`config.mk`:
```
export PLATFORM = sky130hd
export DESIGN_NAME = mul_issue_ctrl
export DESIGN_NICKNAME = d
export VERILOG_FILES = /design/src/rtl/mul_issue_ctrl.sv
export SDC_FILE = /design/constraint.sdc
export NUM_CORES = 1
export LEC_CHECK = 0
export CORE_AREA = 5 5 90 92
export DETAILED_ROUTE_END_ITERATION = 6
export DIE_AREA = 0 0 95 97
export DONT_BUFFER_PORTS = 1
export PLACE_DENSITY = 0.49
export SETUP_SLACK_MARGIN = 0.5
export SLEW_MARGIN = 20
export SYNTH_ARGS = -nofsm -noshare
export SYNTH_HDL_FRONTEND = slang
export SYNTH_SLANG_ARGS = --single-unit
export TNS_END_PERCENT = 5
```
`constraint.sdc`:
```
create_clock -name mul_clk -period 1.65 [get_ports mul_clk]
set_clock_uncertainty 0.2 [all_clocks]
set_input_delay 0.4125 -clock mul_clk [delete_from_list [all_inputs] [get_ports mul_clk]]
set_output_delay 0.4125 -clock mul_clk [all_outputs]
set_load 0.02 [all_outputs]
```
`src/rtl/mul_issue_ctrl.sv`:
```
// mul_issue_ctrl: issue sequencer between the EX stage and the multiplier.
// It accepts one multiply op at a time and drives the multiplier request and
// response handshake. It selects the 32-bit result word from the 64-bit
// product and buffers that word until MEM takes it.
// Optional macro MUL_RESULT_BYPASS_EN: the selected product is presented to MEM
// combinationally in the WAIT cycle, which saves one cycle of latency.
module mul_issue_ctrl #(
    parameter int XLEN = 32
) (
    input  logic              mul_clk,
    input  logic              reset,
    input  logic              es_valid,
    input  logic [2:0]        es_mul_op,
    input  logic [XLEN-1:0]   es_src1,
    input  logic [XLEN-1:0]   es_src2,
    output logic              es_ready,
    input  logic              flush,
    output logic [2:0]        mul_op,
    output logic [XLEN-1:0]   mul_x,
    output logic [XLEN-1:0]   mul_y,
    output logic              to_mul_req_valid,
    input  logic              from_mul_req_ready,
    output logic              to_mul_resp_ready,
    input  logic              from_mul_resp_valid,
    input  logic [2*XLEN-1:0] mul_result,
    output logic              res_valid,
    input  logic              res_ready,
    output logic [XLEN-1:0]   res_data
);

    typedef enum logic [1:0] {
        S_IDLE = 2'd0,
        S_WAIT = 2'd1,
        S_HOLD = 2'd2
    } state_t;

    state_t          r_state;
    state_t          w_state_nxt;
    logic [2:0]      r_op_q;
    logic            r_res_valid;
    logic [XLEN-1:0] r_res_data;

    logic            w_issue_slot;
    logic            w_req_valid;
    logic            w_req_fire;
    logic            w_resp_take;
    logic            w_bypass_hit;
    logic [XLEN-1:0] w_sel_data;

    // MUL.W keeps the low word, and MULH.W/MULH.WU keep the high word.
    // Any op that is not one-hot returns zero.
    function automatic logic [XLEN-1:0] sel_word(input logic [2:0]        op,
                                                 input logic [2*XLEN-1:0] prod);
        logic [XLEN-1:0] word;
        case (op)
            3'b001:         word = prod[XLEN-1:0];
            3'b010, 3'b100: word = prod[2*XLEN-1:XLEN];
            default:        word = '0;
        endcase
        return word;
    endfunction

    // Handshake decode. The sticky response valid only counts while in WAIT.
    always_comb begin
        w_sel_data   = sel_word(r_op_q, mul_result);
        w_resp_take  = (r_state == S_WAIT) && from_mul_resp_valid;
`ifdef MUL_RESULT_BYPASS_EN
        w_bypass_hit = w_resp_take && res_ready;
`else
        w_bypass_hit = 1'b0;
`endif
        w_issue_slot = (r_state == S_IDLE) ||
                       ((r_state == S_HOLD) && res_ready) ||
                       w_bypass_hit;
        w_req_valid  = es_valid && !flush && !reset && w_issue_slot;
        w_req_fire   = w_req_valid && from_mul_req_ready;
    end

    // State register.
    always_ff @(posedge mul_clk) begin
        if (reset) begin
            r_state <= S_IDLE;
        end else begin
            r_state <= w_state_nxt;
        end
    end

    // Next-state logic. A flush overrides everything else and returns to IDLE.
    always_comb begin
        w_state_nxt = r_state;
        if (flush) begin
            w_state_nxt = S_IDLE;
        end else begin
            case (r_state)
                S_IDLE: begin
                    if (w_req_fire) w_state_nxt = S_WAIT;
                end
                S_WAIT: begin
                    if (w_resp_take) begin
                        if (w_bypass_hit) w_state_nxt = w_req_fire ? S_WAIT : S_IDLE;
                        else              w_state_nxt = S_HOLD;
                    end
                end
                S_HOLD: begin
                    if (res_ready) w_state_nxt = w_req_fire ? S_WAIT : S_IDLE;
                end
                default: w_state_nxt = S_IDLE;
            endcase
        end
    end

    // Op capture on issue, and result buffering toward MEM.
    always_ff @(posedge mul_clk) begin
        if (reset) begin
            r_op_q      <= 3'b000;
            r_res_valid <= 1'b0;
            r_res_data  <= '0;
        end else begin
            if (w_req_fire) r_op_q <= es_mul_op;
            if (flush) begin
                r_res_valid <= 1'b0;
            end else if (w_resp_take) begin
                r_res_data  <= w_sel_data;
                r_res_valid <= !w_bypass_hit;
            end else if ((r_state == S_HOLD) && res_ready) begin
                r_res_valid <= 1'b0;
            end
        end
    end

    // Output drive. Operands pass straight through from EX to the multiplier.
    always_comb begin
        mul_op            = es_mul_op;
        mul_x             = es_src1;
        mul_y             = es_src2;
        to_mul_req_valid  = w_req_valid;
        es_ready          = w_req_fire;
        to_mul_resp_ready = !((r_state == S_HOLD) && !res_ready);
        res_valid         = r_res_valid;
        res_data          = r_res_data;
`ifdef MUL_RESULT_BYPASS_EN
        if (w_resp_take && !flush) begin
            res_valid = 1'b1;
            res_data  = w_sel_data;
        end
`endif
    end

endmodule

```
Word-level counts from Yosys, hierarchy flattened:

Index checks and enable logic that the tools add are counted.

* bits in registers: 38
* bits of input ports: 138
* output and inout bits: 103

* equality and inequality tests: 8
* mux-type cells: 8
* bitwise logic cells: 1
* reductions and logical operators: 18

Operator list (number)
* $pmux W32 S2: 1
* $logic_and A1 B1 Y1: 7
* $mux W2: 3
* $ne A2 B2 Y1 const B: 3
* $pmux W2 S3: 1
* $logic_not A1 Y1: 4
* $reduce_or A2 Y1: 2
* $eq A3 B1 Y1 const B: 1
* $eq A3 B2 Y1 const B: 1
* $eq A3 B3 Y1 const B: 1
* $mux W1: 3
* $reduce_and A3 Y1: 1
* $eq A2 B1 Y1 const B: 1
* $eq A2 B2 Y1 const B: 1
* $logic_not A2 Y1: 1
* $reduce_and A2 Y1: 1
* $reduce_bool A2 Y1: 1
* $logic_or A1 B1 Y1: 1
* $not A1 Y1: 1

Logic depth before layout (Yosys ltp):

Gate-level depths: netlist of run 1.

* word-level depth: 8
* depth in mapped cells: 5
* depth with buffers taken out: 3

Worst setup path before layout of run 1:

Ideal clock, no wire load.

* path type: input to register
* start: in flush
* end: reg r_op_q[1]
* arrival: 1.392 ns
* slack: -0.063 ns
* stages on the path: 4
* path through: nor4b_2 -> and3_1 -> buf_2 -> mux2_2

* cells in the longest elaborated chain, start to end: 5

Ends and longest elaborated chain
* start: declaration: RTL line 17 `input logic flush,`
* $logic_not A1 Y1: RTL line 75 `w_req_valid = es_valid && !flush && !reset && w_issue_slot;`
* $logic_and A1 B1 Y1 (3 in a row): RTL line 75
* $logic_and A1 B1 Y1: RTL line 76 `w_req_fire = w_req_valid && from_mul_req_ready;`
* named net es_ready: RTL line 16 `output logic es_ready,`
* end signal: assignment: RTL line 119 `if (w_req_fire) r_op_q <= es_mul_op;`
* end: declaration: RTL line 39 `logic [2:0] r_op_q;`

The timed path passes the listed nets, and every way through them passes these cells.
A chain may end at the register's enable or synchronous reset.

Worst setup path in the final report of run 1:

* start: reg r_state[0]
* end: out es_ready

* cells in the longest elaborated chain, start to end: 5

Ends and longest elaborated chain
* start: declaration: RTL line 37 `state_t r_state;`
* start signal: assignment: RTL line 84 `r_state <= w_state_nxt;`
* $eq A2 B2 Y1: RTL line 73 `((r_state == S_HOLD) && res_ready) ||`
* $logic_and A1 B1 Y1: RTL line 73
* $logic_or A1 B1 Y1 (*): RTL line 72 `w_issue_slot = (r_state == S_IDLE) ||`
* $logic_and A1 B1 Y1 (*): RTL line 75
* $logic_and A1 B1 Y1 (*): RTL line 76
* end: declaration: RTL line 16

Mark *: on every way between the ends. The rest lies on a longest branch, timed or not.

==> results of run 1 <==
how the worst max path moves through the flow:
stage / from / endpoint / slack (ps)
final: r_state[0] / es_ready / -200
after global routing: r_state[0] / es_ready / -270
after CTS: r_state[0] / es_ready / -220
after detailed placement: reset / es_ready / -6
after global placement: reset / es_ready / -3
after floorplan: reset / r_op_q[1] / 40
logic make-up after synthesis:
| family | count (synthesis) | synth area share (%) |
|---|---|---|
| flops | 38 | 32.1 |
| simple gates | 47 | 9.88 |
| buf+inv | 89 | 26.5 |
| xor+xnor | 1 | 0.687 |
| mux | 2 | 0.951 |
| compound gates | 69 | 29.9 |
synthesized netlist by cell type:
cell type / n
buf_4: 67
dfxtp_1: 38
nor2_1: 33
a32oi_1: 32
a211oi_2: 30
buf_2: 15
buf_6: 3
clkbuf_1: 3
a211oi_1: 2
mux2_2: 2
nand2b_1: 2
nor2b_1: 2
a21boi_0: 1
a21oi_1: 1
a2bb2oi_1: 1
and2_1: 1
and3_1: 1
and4bb_1: 1
inv_1: 1
nand3b_1: 1
nand4_1: 1
nor3_1: 1
nor3b_1: 1
nor3b_2: 1
nor4b_2: 1
o21a_1: 1
o31ai_1: 1
or2_2: 1
xor2_2: 1
where the power goes:
group | switching, W | total, W | internal, W | leakage, nW
clock | 0.000335 | 0.000671 | 0.000336 | 0.0472
combinational | 0.0000781 | 0.000148 | 0.0000701 | 0.307
sequential | 0.0000132 | 0.000882 | 0.000869 | 0.336
total | 0.000427 | 0.00170 | 0.00127 | 0.690
metrics by stage:
| step | worst slack, ps | instances | util, % | TNS (ps) |
|---|---|---|---|---|
| global route | -270 | 279 | 34.3 | -742 |
| global placement | -2.73 | 267 | 28.3 | -2.73 |
| detailed placement | -6.18 | 267 | 28.3 | -6.18 |
| finish | -198 | 279 | 34.3 | -515 |
| CTS | -224 | 278 | 33.5 | -504 |
| floorplan | 44.7 | 246 | - | 0 |
metal layers:
layer | GRT usage, % | wire length (um) | vias to the layer above
met5 | 0 | 0 | -
met4 | 4.77 | 179 | 0
met3 | 7.68 | 955 | 24
met2 | 24.8 | 3540 | 116
met1 | 13.6 | 2160 | 707
li1 | - | - | 703
area by class of cell:
class | count | area, um^2 | share of cell area [%]
Tap cell | 99 | 124 | 5.06
Clock inverter | 2 | 12.5 | 0.511
Clock buffer | 6 | 82.6 | 3.37
Inverter | 1 | 3.75 | 0.153
Sequential cell | 38 | 897 | 36.6
Timing Repair Buffer | 14 | 180 | 7.35
Multi-Input combinational cell | 119 | 1150 | 46.9
sequential cells by signal, summed over array words and instances (netlist names):
name	count
r_op_q	3
r_state	2
res_data	32
res_valid	1
cells in the final DEF, fill, tap and decap left out, drive strengths merged, types with 2 or more instances in the layout:
| cell | netlist | layout |
|---|---|---|
| nor2 | 33 | 33 |
| a32oi | 32 | 32 |
| buf | 85 | 13 |
| nor3b | 2 | 2 |
| nor2b | 2 | 2 |
| a211oi | 32 | 32 |
| mux2 | 2 | 2 |
| clkbuf | 3 | 6 |
| nand2b | 2 | 2 |
| dfxtp | 38 | 38 |
timing repair:
| item | 4_1_cts | 5_1_grt |
|---|---|---|
| resized for setup | 109 | 12 |
| hold endpoints to repair | 34 | 34 |
| pin swaps | 13 | 20 |
| endpoints found under the setup margin | 73 | 74 |
| buffers inserted | 2 | 1 |
worst reg2reg max path: stages, from the launching register on:
cell	delay, ps
dfxtp_4	360
nor4b_4	230
and3_4	220
buf_4	100
buf_6	100
mux2_4	290
==> impl_metrics.toml, run 1 <==
[global_route]
grt-ovfl-total = 0
gr-usage-all-layers_pct = 14.0
first_global_vias = 1665
antenna_found_initial = 0
grt_pass1_wl_um = 9880
grt_max_degree = 39

[worst_setup_path]
cp.arrival_ps = 1240
cp.required_ps = 1040
crit_path_max_fanout = 2
regToRegSetupSlack_ps = 50
cpPeakStageDelay_ps = 360
rr_startpoint = "r_state[0]"
end_kind = "output pin"
slowest_stage = "dfxtp_4"
critPathKind = "reg2out"
path_delay_family = "simple AND/OR/NAND/NOR gates"
r2r_end = "r_op_q[1]"
start_kind = "register"
crit_cells = 3
crit_buf_inv = 1
r2r_cells = 5
crit_chain = "nor4b_4 > and3_4 > buf_4"

[yosys]
syn_area_per_cell_um2 = 9.62
synthCells = 246
synth-seq-area-share_pct = 32.1
synth_seq_cells = 38
synth_top_area_share_pct = 32.1
synth.cell_area_mm2 = 0.00237
yosys_warnings = 0
netlist_top_cells_area = "dfxtp_1, buf_4, a211oi_2, a32oi_1, nor2_1"
ys_types = 29
synth.largest_area_cell = "dfxtp_1"
syn_nets = 384

[die]
die_y_um = 97
io_pins = 241
start_util_pct = 33.2
die-area_mm2 = 0.00922
core_area_mm2 = 0.00714
die_x_um = 95
rows = 31

[sta]
rsz0062_at_grt = "yes"
holdWs_ps = -27.7
min_period_ps = 1850
drv_slew = 0
finalHoldViolCount = 24
finalSetupViolCount = 3
fmax_mhz = 541
tightest_slew_ps = 244
timing.slew.headroom_pct = 83.7
worst_slack_ps = -198
min_period_over_period_pct = 112

[layout]
diodes = 0
layout.nets = 317
design_area_mm2 = 0.00245
synthToLayoutAreaGrowth_pct = 3.49
fillers = 736
drive_above_1_share_pct = 73.3

[detailed_routing]
drt_pass1_iterations = 4
routed_via_density = 5.56
totalWireLength_um = 6830
wl_per_cell_um = 24.5
drt-initial-drc-count = 58
via_count = 1550
ant_nets = 0
drcViolationCount = 0

[clocking]
numCtsBuffers = 5
clk_latency_ps = 290
cts_tree = "yes"
cts_hold_buf = 1
clock-sinks = 38
clk_path_buf_depth = 2
htreeDepth = 2
cts_root_buf = "clkbuf_8"
clkTransAtPathRegs_ps = 80

[run]
cap_violations = 0

[hold_path]
hold_end = "res_data[30]"
holdPathStages = 1
hold_start = "reset"
hold_path_class = "in2reg"

[placed_design]
place.gp.congestion = 0.695
hpwl_um = 5150
io_buffers = 0
postPlaceCellArea_mm2 = 0.00202

[outcome]
violations = "negative hold slack, negative setup slack"
status = "complete, but fails checks"

[power]
ir_drop_uv = 328
power_density_mw_per_mm2 = 694
leakagePower_nw = 0.690
p_total_w = 0.00170
Power figures use the tool's default switching activity.
==> run 2: changes to the inputs <==
--- a/config.mk
+++ b/config.mk
@@ -6,6 +6,7 @@
 export NUM_CORES = 1
 export LEC_CHECK = 0
 export CORE_AREA = 5 5 90 92
+export CTS_CLUSTER_SIZE = 10
 export DETAILED_ROUTE_END_ITERATION = 6
 export DIE_AREA = 0 0 95 97
 export DONT_BUFFER_PORTS = 1
==> results of run 2 <==
No change in the layout: final DEF, timing and power equal those of run 1.
